`config.mk`:
```
export PLATFORM = sky130hd
export DESIGN_NAME = vga_timing_gen
export DESIGN_NICKNAME = d
export VERILOG_FILES = /design/src/rtl/vga_timing_gen.sv
export SDC_FILE = /design/constraint.sdc
export NUM_CORES = 1
export LEC_CHECK = 0
export ABC_AREA = 1
export BUFFER_PORTS_ARGS = -buffer_cell sky130_fd_sc_hd__buf_4
export CAP_MARGIN = 0
export CORE_AREA = 8 8 101 103
export CTS_CLUSTER_DIAMETER = 30
export CTS_CLUSTER_SIZE = 28
export DETAILED_ROUTE_END_ITERATION = 12
export DIE_AREA = 0 0 109 111
export PLACE_DENSITY = 0.48
export SLEW_MARGIN = 20
export SYNTH_ARGS = -nofsm -noshare
export SYNTH_HDL_FRONTEND = slang
export SYNTH_SLANG_ARGS = --single-unit
```
`constraint.sdc`:
```
create_clock -name clock -period 2.1 [get_ports clock]
set_clock_uncertainty 0.2 [all_clocks]
set_input_delay 0.105 -clock clock [delete_from_list [all_inputs] [get_ports clock]]
set_output_delay 0.105 -clock clock [all_outputs]
set_load 0.01 [all_outputs]
```
`src/rtl/vga_timing_gen.sv`:
```
// rtl/vga_timing_gen.sv - VGA raster timing generator with blanked, registered colour output
module vga_timing_gen #(
    parameter int   H_ACTIVE = 640,
    parameter int   H_FP     = 16,
    parameter int   H_SYNC   = 96,
    parameter int   H_BP     = 48,
    parameter int   V_ACTIVE = 480,
    parameter int   V_FP     = 10,
    parameter int   V_SYNC   = 2,
    parameter int   V_BP     = 33,
    parameter logic HS_POL   = 1'b0,
    parameter logic VS_POL   = 1'b0
) (
    input  logic        clock,
    input  logic        reset,
    input  logic        in_pix_en,
    input  logic [7:0]  in_pix_r,
    input  logic [7:0]  in_pix_g,
    input  logic [7:0]  in_pix_b,
    output logic [10:0] out_pix_x,
    output logic [10:0] out_pix_y,
    output logic        out_pix_active,
    output logic        out_pix_vblank,
    output logic        out_vga_hs,
    output logic        out_vga_vs,
    output logic        out_frame_start,
    output logic [7:0]  out_vga_r,
    output logic [7:0]  out_vga_g,
    output logic [7:0]  out_vga_b,
    output logic        out_vga_hs_q,
    output logic        out_vga_vs_q
);

    localparam int H_TOTAL = H_ACTIVE + H_FP + H_SYNC + H_BP;
    localparam int V_TOTAL = V_ACTIVE + V_FP + V_SYNC + V_BP;

    localparam logic [10:0] H_LAST  = 11'(H_TOTAL - 1);
    localparam logic [10:0] V_LAST  = 11'(V_TOTAL - 1);
    localparam logic [10:0] H_ACT   = 11'(H_ACTIVE);
    localparam logic [10:0] V_ACT   = 11'(V_ACTIVE);
    localparam logic [10:0] HS_BEG  = 11'(H_ACTIVE + H_FP);
    localparam logic [10:0] HS_END  = 11'(H_ACTIVE + H_FP + H_SYNC);
    localparam logic [10:0] VS_BEG  = 11'(V_ACTIVE + V_FP);
    localparam logic [10:0] VS_END  = 11'(V_ACTIVE + V_FP + V_SYNC);

    logic [10:0] r_h;
    logic [10:0] r_v;
    logic [7:0]  r_r;
    logic [7:0]  r_g;
    logic [7:0]  r_b;
    logic        r_hs_q;
    logic        r_vs_q;
    logic        w_active;
    logic        w_hs_on;
    logic        w_vs_on;
    logic        w_hs;
    logic        w_vs;

    // Line and frame wrap happen on the same enabled edge at the last pixel of the frame.
    always_ff @(posedge clock or posedge reset) begin
        if (reset) begin
            r_h <= '0;
            r_v <= '0;
        end else if (in_pix_en) begin
            if (r_h == H_LAST) begin
                r_h <= '0;
                r_v <= (r_v == V_LAST) ? 11'd0 : r_v + 11'd1;
            end else begin
                r_h <= r_h + 11'd1;
            end
        end
    end

    assign w_active = (r_h < H_ACT) && (r_v < V_ACT);
    assign w_hs_on  = (r_h >= HS_BEG) && (r_h < HS_END);
    assign w_vs_on  = (r_v >= VS_BEG) && (r_v < VS_END);
    assign w_hs     = w_hs_on ? HS_POL : ~HS_POL;
    assign w_vs     = w_vs_on ? VS_POL : ~VS_POL;

    // Colour is gated by the active decode before the register, so blanking-interval input never reaches the pins.
    always_ff @(posedge clock or posedge reset) begin
        if (reset) begin
            r_r    <= '0;
            r_g    <= '0;
            r_b    <= '0;
            r_hs_q <= ~HS_POL;
            r_vs_q <= ~VS_POL;
        end else if (in_pix_en) begin
            r_r    <= w_active ? in_pix_r : 8'd0;
            r_g    <= w_active ? in_pix_g : 8'd0;
            r_b    <= w_active ? in_pix_b : 8'd0;
            r_hs_q <= w_hs;
            r_vs_q <= w_vs;
        end
    end

    assign out_pix_x       = r_h;
    assign out_pix_y       = r_v;
    assign out_pix_active  = w_active;
    assign out_pix_vblank  = (r_v >= V_ACT);
    assign out_vga_hs      = w_hs;
    assign out_vga_vs      = w_vs;
    assign out_frame_start = in_pix_en && (r_h == 11'd0) && (r_v == 11'd0);
    assign out_vga_r       = r_r;
    assign out_vga_g       = r_g;
    assign out_vga_b       = r_b;
    assign out_vga_hs_q    = r_hs_q;
    assign out_vga_vs_q    = r_vs_q;

endmodule

```
==> results of run 1 <==
[placed cells by master (no fill, tap or decap), types with 4 or more instances in the layout]
cell,instances
o21ai_1,6
nor2_1,26
nor3_1,4
nand4_1,6
dlygate4sd3_1,27
inv_1,22
clkbuf_8,5
ha_1,5
buf_4,80
nand3_1,21
o21ai_0,27
inv_2,4
dfrtp_1,44
nand2_1,110
xor2_1,8
[state kept, by name, summed over array words and instances, names as in the netlist]
signal        flops
out_pix_x        11
out_pix_y        11
out_vga_r         8
out_vga_b         8
out_vga_vs_q      1
out_vga_hs_q      1
out_vga_g         8
[synth_stat cells]
master and number:
nand2_1 110, dfrtp_1 46, o21ai_0 27, nor2_1 26
inv_1 24, nand3_1 21, xor2_1 8, buf_2 6
nand4_1 6, o21ai_1 6, ha_1 5, clkbuf_1 4
nand2_2 4, nor3_1 4, a21oi_1 3, nand3b_1 3
nor2_2 3, nor2_4 3, dfstp_2 2, inv_2 2
o21bai_1 2, a31oi_1 1, buf_6 1, nand4_4 1
nor3_2 1, nor3b_1 1, nor4_1 1
[worst min-delay path by stage]
stage                               to  slack [ns]  cells after the start
after detailed placement  out_vga_r[1]       -0.05                      2
after CTS                 out_vga_r[1]        0.17                      3
after floorplan           out_vga_b[5]        0.05                      2
final                     out_vga_r[1]        0.15                      3
after global placement    out_vga_r[1]       -0.06                      2
after global routing      out_vga_r[1]        0.19                      3
[routing by layer]
layer  part of all wire, %  wire length, um
met3                   8.3              617
met2                    44             3273
met4                  0.88               65
met5                     0                0
met1                    46             3439
[through the flow]
stage / hold WS [ns] / instance area (um^2)
floorplan: 0.05077 / 2510
global placement: -0.05568 / 3229
detailed placement: -0.05299 / 3229
CTS: 0.1660 / 3632
global route: 0.1946 / 3640
finish: 0.1545 / 3640
[cell families after synthesis]
kind of cell               count (synthesis)
DFF                                       48
adders and majority gates                  5
and+or+nand+nor                          184
xor gates and xnor gates                   8
AOI/OAI and AO/OA                         39
buffers and inverters                     37
[critical path, delay by kind of cell, from the launching register on]
| kind | cells | cell delay (ns) |
|---|---|---|
| buf+inv | 3 | 0.35 |
| simple gates | 3 | 0.50 |
| flops | 1 | 0.46 |
[final cells by class]
cell class              count  area (um^2)
repair buffers            109        910.9
clock buffers               6        72.57
fillers                   856         4911
multi-input cells         236         1157
inverters                  26        97.59
well taps                 108        135.1
flip-flops and latches     48         1206
clock inverters             2        60.06
[repair_timing]
item	CTS	global route
setup endpoints to repair	0	2
hold buffers	27	0
hold endpoints to repair	77	0
resized for setup	0	4
[where the power goes]
group	switching, W	leakage [nW]	internal [W]	total (W)
combinational	0.000321	1.10	0.000298	0.000618
sequential	0.000127	0.604	0.00103	0.00115
clock	0.000318	0.0654	0.000476	0.000794
total	0.000766	1.77	0.00180	0.00256
==> impl_metrics.csv, run 1 <==
group,metric,value,unit
yosys,synth_cell_types,27,
floorplanning,die_w,109,um
flow_run,max_cap_violations,0,
routing,drt-pass1-iter-count,4,
yosys,yosysTopAreaCell,"dfrtp_1",
cts,htreeDepth,2,
setup_path,critPathCapture,"out_pix_active",
yosys,synth.avg_cell_area,7.819,um^2
grt,grtUsageMet3,5.174,%
setup_path,reg2reg_from,"out_pix_x[0]",
grt,grt_use_total,12.43,%
timing,tightest_slew,0.6340,ns
placement,place_ws,0.3583,ns
routing,wl_per_cell,13.83,um
setup_path,slowest_stage,"dfrtp_1",
grt,grt_pass1_wl,12160,um
setup_path,crit_path_max_incr_delay,0.46,ns
yosys,ys_top_cells_by_area,"dfrtp_1 (46%), nand2_1 (16%), o21ai_0 (5.4%), nand3_1 (4.2%), nor2_1 (3.9%)",
yosys,synthMuxAreaShare,0,%
routing,drt_wl_total,7397,um
cts,clock_sinks,48,
grt,gr-total-overflow,0,
timing,fin_ws,0.1881,ns
setup_path,crit_path_start_kind,"flop",
setup_path,rr_worst_depth,7,
placement,numPortBuffers,79,
timing,grt_setup_unrepaired,"false",
routing,postRouteAntennaNets,0,
setup_path,reg2reg_to,"out_pix_y[9]",
cts,cts_made_buffers,5,
placement,gp_congestion,0.7749,
power_and_ir_drop,ir_worst_vdd,0.3054,mV
finish,fin_util,42.57,%
setup_path,crit_path_max_fanout,25,
grt,antenna_found_initial,0,
routing,route.detailed.drc,0,
yosys,syn-num-nets,353,
setup_path,crit_required,1.79,ns
timing,setup-violations-final,0,
cts,cts_tree,"yes",
cts,cts_root_buf,"clkbuf_8",
floorplanning,fp-row-count,34,
status,status,"finished, final reports clean",
grt,grt_max_degree,31,
yosys,ys_warn_count,0,
floorplanning,floorplan.initialDensity,29.35,%
cts,path_clk_slew,0.09,ns
setup_path,crit_start,"out_pix_y[9]",
setup_path,path_cells,"inv_1 > nand2_1 > nor2_1 > nand2_4 > inv_1 > buf_4",
timing,maxSlewViolCount,0,
timing,hold_viol_final,0,
timing,min_period,1.912,ns
routing,avgViaCountPerCell,4.462,
setup_path,crit_top_cell,"inv_1",
placement,placedCellCount,500,
finish,nets,458,
yosys,synth-simple-area-share,32.60,%
power_and_ir_drop,finalPower,0.002565,W
timing,fin_crit_sh,91.04,%
yosys,syn-cell-area,2510,um^2
yosys,ys_seq_area_share,47.96,%
finish,synthToLayoutAreaGrowth,45.01,%
cts,post-cts-setup-buffers,0,
yosys,netlist_instances,321,
yosys,synth_top_family_by_area,"simple AND/OR/NAND/NOR gates",
floorplanning,coreArea,8551,um^2
power_and_ir_drop,power_per_cell_area,704.6,nW/um^2
yosys,synth_top_area_share,45.86,%
finish,num_antenna_cells,0,
floorplanning,dieArea,12100,um^2
placement,dpl.hpwl,5468,um
timing,fmax,0.5230,GHz
routing,dr.first_iter.drc_count,58,
routing,num_vias,2387,
yosys,synth_compound_area_share,8.026,%
setup_path,worst_setup_path_end_kind,"primary output",
grt,use_met1,15.95,%
floorplanning,io-pin-count,80,
finish,drive_gt1_share,25.53,%
setup_path,critPathKind,"flop to primary output",
timing,final.setup.tns,0,ns
timing,slew_headroom,57.69,%
setup_path,critPathArrivalTime,1.61,ns
setup_path,r2r_setup_slack,0.39,ns
min_path,hold_class,"input port to asynchronous set/reset pin",
yosys,synthAdderAreaFrac,2.493,%
grt,met2_usage,18.74,%
floorplanning,die_y,111,um
power_and_ir_drop,p_leak,1.769,nW
yosys,synthXorXnorAreaFrac,2.792,%
finish,stdcell_count,535,
grt,first_global_vias,2430,
cts,clk_latency,0.30,ns
yosys,synth-seq-cells,48,
grt,grt_busiest_layer,"met2",
cts,cts.path.max_buffers,2,
Power figures use the tool's default switching activity.
==> run 2: changes to the inputs <==
- CORE_AREA: 8 8 101 103 -> 8 8 106 98
- DIE_AREA: 0 0 109 111 -> 0 0 114 106
==> impl_metrics.csv, run 2 (same netlist as run 1, synthesis figures left out) <==
group,metric,value,unit
timing,final.setup.tns,0,ns
grt,use_met1,15.81,%
power_and_ir_drop,netSwitchingFraction,33.74,%
cts,clock_sinks,48,
placement,gp_congestion,0.7833,
setup_path,crit_path_start_kind,"flop",
grt,antenna_found_initial,0,
setup_path,r2r_setup_slack,0.36,ns
cts,post-cts-setup-buffers,0,
grt,grt_pass1_wl,12310,um
setup_path,slowest_stage,"dfrtp_1",
setup_path,crit_path_max_fanout,8,
setup_path,reg2reg_from,"out_pix_x[1]",
finish,mostFrequentLayoutCell,"nand2_1",
floorplanning,dieArea,12080,um^2
routing,dr.first_iter.drc_count,69,
flow_run,max_cap_violations,0,
grt,grt_busiest_layer,"met2",
finish,layout_common_cells,"nand2_1 (110), buf_4 (83), dfrtp_1 (45), o21ai_0 (27), dlygate4sd3_1 (27)",
timing,maxSlewViolCount,0,
finish,drive_gt1_share,25.93,%
floorplanning,die_y,106,um
grt,grt_max_degree,29,
routing,route.detailed.drc,0,
placement,numPortBuffers,79,
floorplanning,io-pin-count,80,
timing,fin_crit_sh,92.75,%
power_and_ir_drop,p_leak,1.741,nW
finish,num_antenna_cells,0,
power_and_ir_drop,ir_worst_vdd,0.2837,mV
setup_path,reg2reg_to,"out_pix_y[9]",
setup_path,critPathArrivalTime,1.64,ns
grt,met2_usage,19.71,%
routing,wl_per_cell,13.54,um
cts,htreeDepth,2,
routing,drt_wl_total,7448,um
floorplanning,die_w,114,um
floorplanning,fp-row-count,33,
grt,grtUsageMet3,4.476,%
timing,min_period,1.948,ns
floorplanning,floorplan.initialDensity,28.67,%
timing,grt_setup_unrepaired,"false",
grt,gr-total-overflow,0,
cts,cts_tree,"yes",
setup_path,path_cells,"inv_1 > ha_1 > nand4_1 > nor2_1 > nand4_1 > nor2_2 > buf_4",
setup_path,rr_worst_depth,7,
floorplanning,coreArea,8753,um^2
setup_path,worst_setup_path_end_kind,"primary output",
cts,path_clk_slew,0.10,ns
grt,grt_use_total,12.57,%
setup_path,critPathKind,"flop to primary output",
power_and_ir_drop,power_per_cell_area,651.8,nW/um^2
power_and_ir_drop,power_frac_seq,49.0,%
timing,tightest_slew,0.6085,ns
cts,cts.path.max_buffers,2,
min_path,hold_class,"input port to asynchronous set/reset pin",
placement,placedCellCount,515,
setup_path,crit_top_cell,"nand4_1",
finish,synthToLayoutAreaGrowth,43.47,%
finish,nets,459,
timing,fmax,0.5134,GHz
placement,dpl.hpwl,5438,um
routing,drt-pass1-iter-count,5,
finish,stdcell_count,550,
timing,hold_viol_final,0,
setup_path,crit_path_max_incr_delay,0.47,ns
power_and_ir_drop,comb_power_share,26.3,%
cts,cts_root_buf,"clkbuf_8",
timing,slew_headroom,59.38,%
power_and_ir_drop,power.switching,0.0007919,W
setup_path,crit_required,1.79,ns
status,status,"finished, final reports clean",
power_and_ir_drop,internal_power,0.001555,W
grt,first_global_vias,2475,
routing,num_vias,2422,
power_and_ir_drop,clkPwrFrac,24.7,%
timing,setup-violations-final,0,
routing,postRouteAntennaNets,0,
finish,n_fill_cell,920,
finish,fin_util,41.14,%
cts,cts_made_buffers,5,
cts,clk_latency,0.31,ns
routing,avgViaCountPerCell,4.404,
-- run 2: changes by cell type in the layout (fill, tap and decap cells not counted), sizes merged --
cell      previous run  this run
bufinv               2         0
buf                 82        83
clkinvlp             0         2
clkinv               0         1
clkbuf               6         5
-- run 2: how the worst max path moves through the flow --
stage	to	cells past startpoint	start
2_1_floorplan	out_pix_y[6]	7	out_pix_x[0]
3_3_place_gp	out_pix_y[9]	7	out_pix_x[0]
3_5_place_dp	out_pix_y[9]	7	out_pix_x[0]
4_1_cts	out_pix_active	6	out_pix_y[5]
5_1_grt	out_frame_start	7	out_pix_x[0]
6_report	out_frame_start	7	out_pix_y[0]
-- run 2: metrics by stage --
step / total power [W] / cell area [um^2] / setup WS (ns) / hold WS [ns]
final: 0.002347 / 3601 / 0.1523 / 0.2260
after global routing: 0.002516 / 3601 / 0.01972 / 0.2771
after CTS: 0.002388 / 3592 / 0.02177 / 0.2526
after detailed placement: 0.001751 / 3229 / 0.3541 / 0.03004
after global placement: 0.001750 / 3229 / 0.3918 / 0.02895
after floorplan: 0.001456 / 2510 / 0.5030 / 0.05077
-- run 2: timing repair --
item                       in CTS  in global routing
setup endpoints to repair       0                  2
hold buffers                   27                  0
hold endpoints to repair       54                  0
gates resized for setup         0                  4
-- run 2: layer usage --
metal  share of wire (%)  wire length, um  vias to the layer above
li1                    -                -                     1241
met1                  47             3506                     1111
met5                   0                0                        -
met4                0.82               61                        0
met2                  46             3400                       64
met3                 6.4              480                        6
-- run 2: power by group through the flow --
stage	logic (W)	registers, W	clock network (W)
2_1_floorplan	0.000268	0.00119	0
3_3_place_gp	0.000584	0.00117	0
3_5_place_dp	0.000587	0.00116	0
4_1_cts	0.000627	0.00115	0.000612
5_1_grt	0.000690	0.00117	0.000655
6_report	0.000618	0.00115	0.000579
-- run 2: final cells by class --
type                       count  area [um^2]  share of cell area [%]
multi-input combinational    236         1160                   32.21
clock inverter                 3        23.77                  0.6602
timing repair buffer         110        893.4                   24.81
inverter                      26        97.59                   2.710
clock buffer                   5        68.82                   1.911
tap                          122        152.6                   4.239
sequential                    48         1205                   33.46
-- run 2: worst max-delay path: cells and delay by family, from the launching register on --
family	cells	cell delay, ns
adder cells (fa/ha/maj)	1	0.17
buffers and inverters	2	0.27
flip-flops	1	0.47
AND/OR/NAND/NOR	4	0.44
==> run 3: changes to the inputs <==
- ABC_AREA: 1 -> unset
- CORE_AREA: 8 8 106 98 -> 8 8 102 95
- DIE_AREA: 0 0 114 106 -> 0 0 110 103
- PLACE_DENSITY: 0.48 -> 0.49
==> impl_metrics.csv, run 3 <==
group,metric,value,unit
yosys,netlist_instances,243,
cts,htreeDepth,2,
setup_path,rr_worst_depth,6,
floorplanning,fp-row-count,31,
power_and_ir_drop,ir_worst_vdd,0.3479,mV
timing,fin_crit_sh,94.88,%
yosys,synth_common_cells,"dfrtp_1 (46), nand2_1 (34), inv_1 (32), o22ai_1 (25), nor2_1 (11)",
setup_path,crit_path_start_kind,"flop",
yosys,ys_dominant_reg_cell,"dfrtp_1",
placement,placed_cell_area,3108,um^2
routing,postRouteAntennaNets,0,
yosys,ys_seq_area_share,51.92,%
timing,slew_headroom,65.35,%
routing,num_vias,2160,
setup_path,reg2reg_to,"out_pix_y[9]",
floorplanning,io-pin-count,80,
finish,nets,392,
floorplanning,die_y,103,um
yosys,synth_top_area_share,49.65,%
setup_path,crit_path_max_fanout,8,
yosys,synth_cell_types,34,
yosys,synth-edff-count,0,
routing,route.detailed.drc,0,
power_and_ir_drop,power_per_cell_area,620.5,nW/um^2
routing,wl_met2,3268,um
grt,antenna_found_initial,0,
grt,first_global_vias,2252,
setup_path,worst_setup_path_end_kind,"flop",
cts,path_clk_slew,0.10,ns
placement,numPortBuffers,79,
finish,drive_gt1_share,31.58,%
floorplanning,dieArea,11330,um^2
floorplanning,floorplan.initialDensity,29.45,%
cts,clock_sinks,48,
finish,synthToLayoutAreaGrowth,51.32,%
yosys,yosysMostFrequentCell,"dfrtp_1",
grt,grt_pass1_wl,11150,um
routing,wl_per_cell,14.81,um
timing,maxSlewViolCount,0,
placement,gp_congestion,0.7682,
routing,drt-pass1-iter-count,4,
grt,gr-total-overflow,0,
timing,timing.hold.ws,0.1887,ns
timing,grt_setup_unrepaired,"false",
yosys,syn-num-nets,275,
flow_run,max_cap_violations,0,
yosys,synth-seq-cells,48,
routing,avgViaCountPerCell,4.696,
floorplanning,coreArea,7874,um^2
timing,fmax,0.5019,GHz
cts,cts_made_buffers,5,
setup_path,reg2reg_from,"out_pix_x[1]",
cts,cts.path.max_buffers,2,
yosys,syn-cell-area,2318,um^2
cts,clk_latency,0.30,ns
yosys,ys_warn_count,0,
finish,layout_common_cells,"buf_4 (92), dfrtp_1 (45), nand2_1 (34), inv_1 (31), dlygate4sd3_1 (26)",
yosys,synth.avg_cell_area,9.541,um^2
placement,dpl.hpwl,4882,um
timing,tightest_slew,0.5190,ns
yosys,synth-async-reset-ratio,100.0,%
power_and_ir_drop,p_leak,1.690,nW
grt,grt_use_total,12.37,%
finish,num_antenna_cells,0,
finish,multiInputGateArea,962.2,um^2
cts,cts_root_buf,"clkbuf_8",
status,status,"finished, final reports clean",
timing,hold_viol_final,0,
finish,fin_area,3508,um^2
routing,drt_wl_total,6812,um
timing,setup-violations-final,0,
setup_path,critPathKind,"flop to flop",
routing,dr.first_iter.drc_count,42,
setup_path,r2r_setup_slack,0.11,ns
floorplanning,die_w,110,um
min_path,hold_class,"input port to asynchronous set/reset pin",
yosys,ys_top_cells_by_area,"dfrtp_1 (50%), o22ai_1 (6.7%), nand2_1 (5.5%), inv_1 (5.2%), ha_1 (2.7%)",
routing,top_layer,"met4",
setup_path,critPathArrivalTime,2.02,ns
finish,mostFrequentLayoutCell,"buf_4",
setup_path,crit_required,2.13,ns
cts,cts_tree,"yes",
yosys,yosysTopAreaCell,"dfrtp_1",
finish,n_fill_cell,796,
routing,wl_met1,3090,um
routing,wl_met3,379,um
timing,final.setup.tns,0,ns
grt,grt_max_degree,54,
finish,regArea,1205,um^2
timing,min_period,1.992,ns
## run 3: cell types whose count changed after synthesis, sizes merged, moves of 4 or more
| cell | delta |
|---|---|
| and3 | +5 |
| and4 | +4 |
| buf | -5 |
| clkbuf | +4 |
| inv | +6 |
| mux2 | +5 |
| nand2 | -80 |
| nand3 | -11 |
| nor2 | -21 |
| o21ai | -26 |
| o22ai | +25 |
| xnor2 | +5 |
## run 3: routing by layer
| layer | up-vias | global-route usage, % |
|---|---|---|
| met2 | 45 | 19.71 |
| met1 | 1039 | 16.08 |
| li1 | 1068 | - |
| met4 | 0 | 3.527 |
| met3 | 8 | 3.188 |
| met5 | - | 0 |
## run 3: kinds of logic after synthesis
kind of cell / count (synthesis) / share of synthesized area [%]
AOI/OAI and AO/OA: 36 / 9.390
xor gates and xnor gates: 11 / 4.155
adders and majority gates: 5 / 2.698
buffers and inverters: 42 / 7.124
DFF: 48 / 51.92
muxes: 5 / 2.428
and+or+nand+nor: 96 / 22.29
## run 3: repair_timing
item / CTS / global route
hold buffers: 26 / 0
hold endpoints to repair: 50 / 0
resized for setup: 0 / 4
buffers inserted: 0 / 1
setup endpoints to repair: 0 / 6
## run 3: report_power, final
group	switching, W	leakage [nW]	total, W	internal [W]
sequential	0.0000597	0.627	0.00103	0.000972
clock	0.000337	0.0548	0.000696	0.000359
combinational	0.000211	1.01	0.000450	0.000239
total	0.000607	1.69	0.00218	0.00157
## run 3: worst max-delay path by stage
stage / from / slack [ns] / endpoint
3_5_place_dp: out_pix_x[0] / 0.12 / out_pix_y[9]
5_1_grt: out_pix_y[4] / 0.005 / out_frame_start
6_report: out_pix_x[1] / 0.11 / out_pix_y[9]
2_1_floorplan: out_pix_x[0] / 0.08 / out_pix_y[10]
3_3_place_gp: out_pix_x[0] / 0.16 / out_pix_y[9]
4_1_cts: out_pix_y[4] / 0.01 / out_frame_start
## run 3: stage by stage
step | total power, W | worst slack (ns) | utilization [%] | std cells
5_1_grt | 0.002294 | 0.004616 | 44.56 | 460
2_1_floorplan | 0.001240 | 0.07878 | - | 243
3_3_place_gp | 0.001453 | 0.1594 | 39.47 | 425
4_1_cts | 0.002202 | 0.01350 | 44.24 | 459
3_5_place_dp | 0.001455 | 0.1216 | 39.47 | 425
6_report | 0.002177 | 0.1076 | 44.56 | 460
## run 3: area by class of cell
cell class                      instances  area share [%]
Timing Repair Buffer                  120           28.00
Clock inverter                          3           1.320
Multi-Input combinational cell        153           27.43
Tap cell                               99           3.531
Inverter                               32           3.424
Clock buffer                            5           1.961
Sequential cell                        48           34.34
## run 3: worst max-delay path: stages, from the launching register on
cell,delay [ns]
dfrtp_1,0.40
ha_1,0.20
nor3b_4,0.22
buf_4,0.15
nand4_4,0.16
or4_1,0.50
o21ai_1,0.08
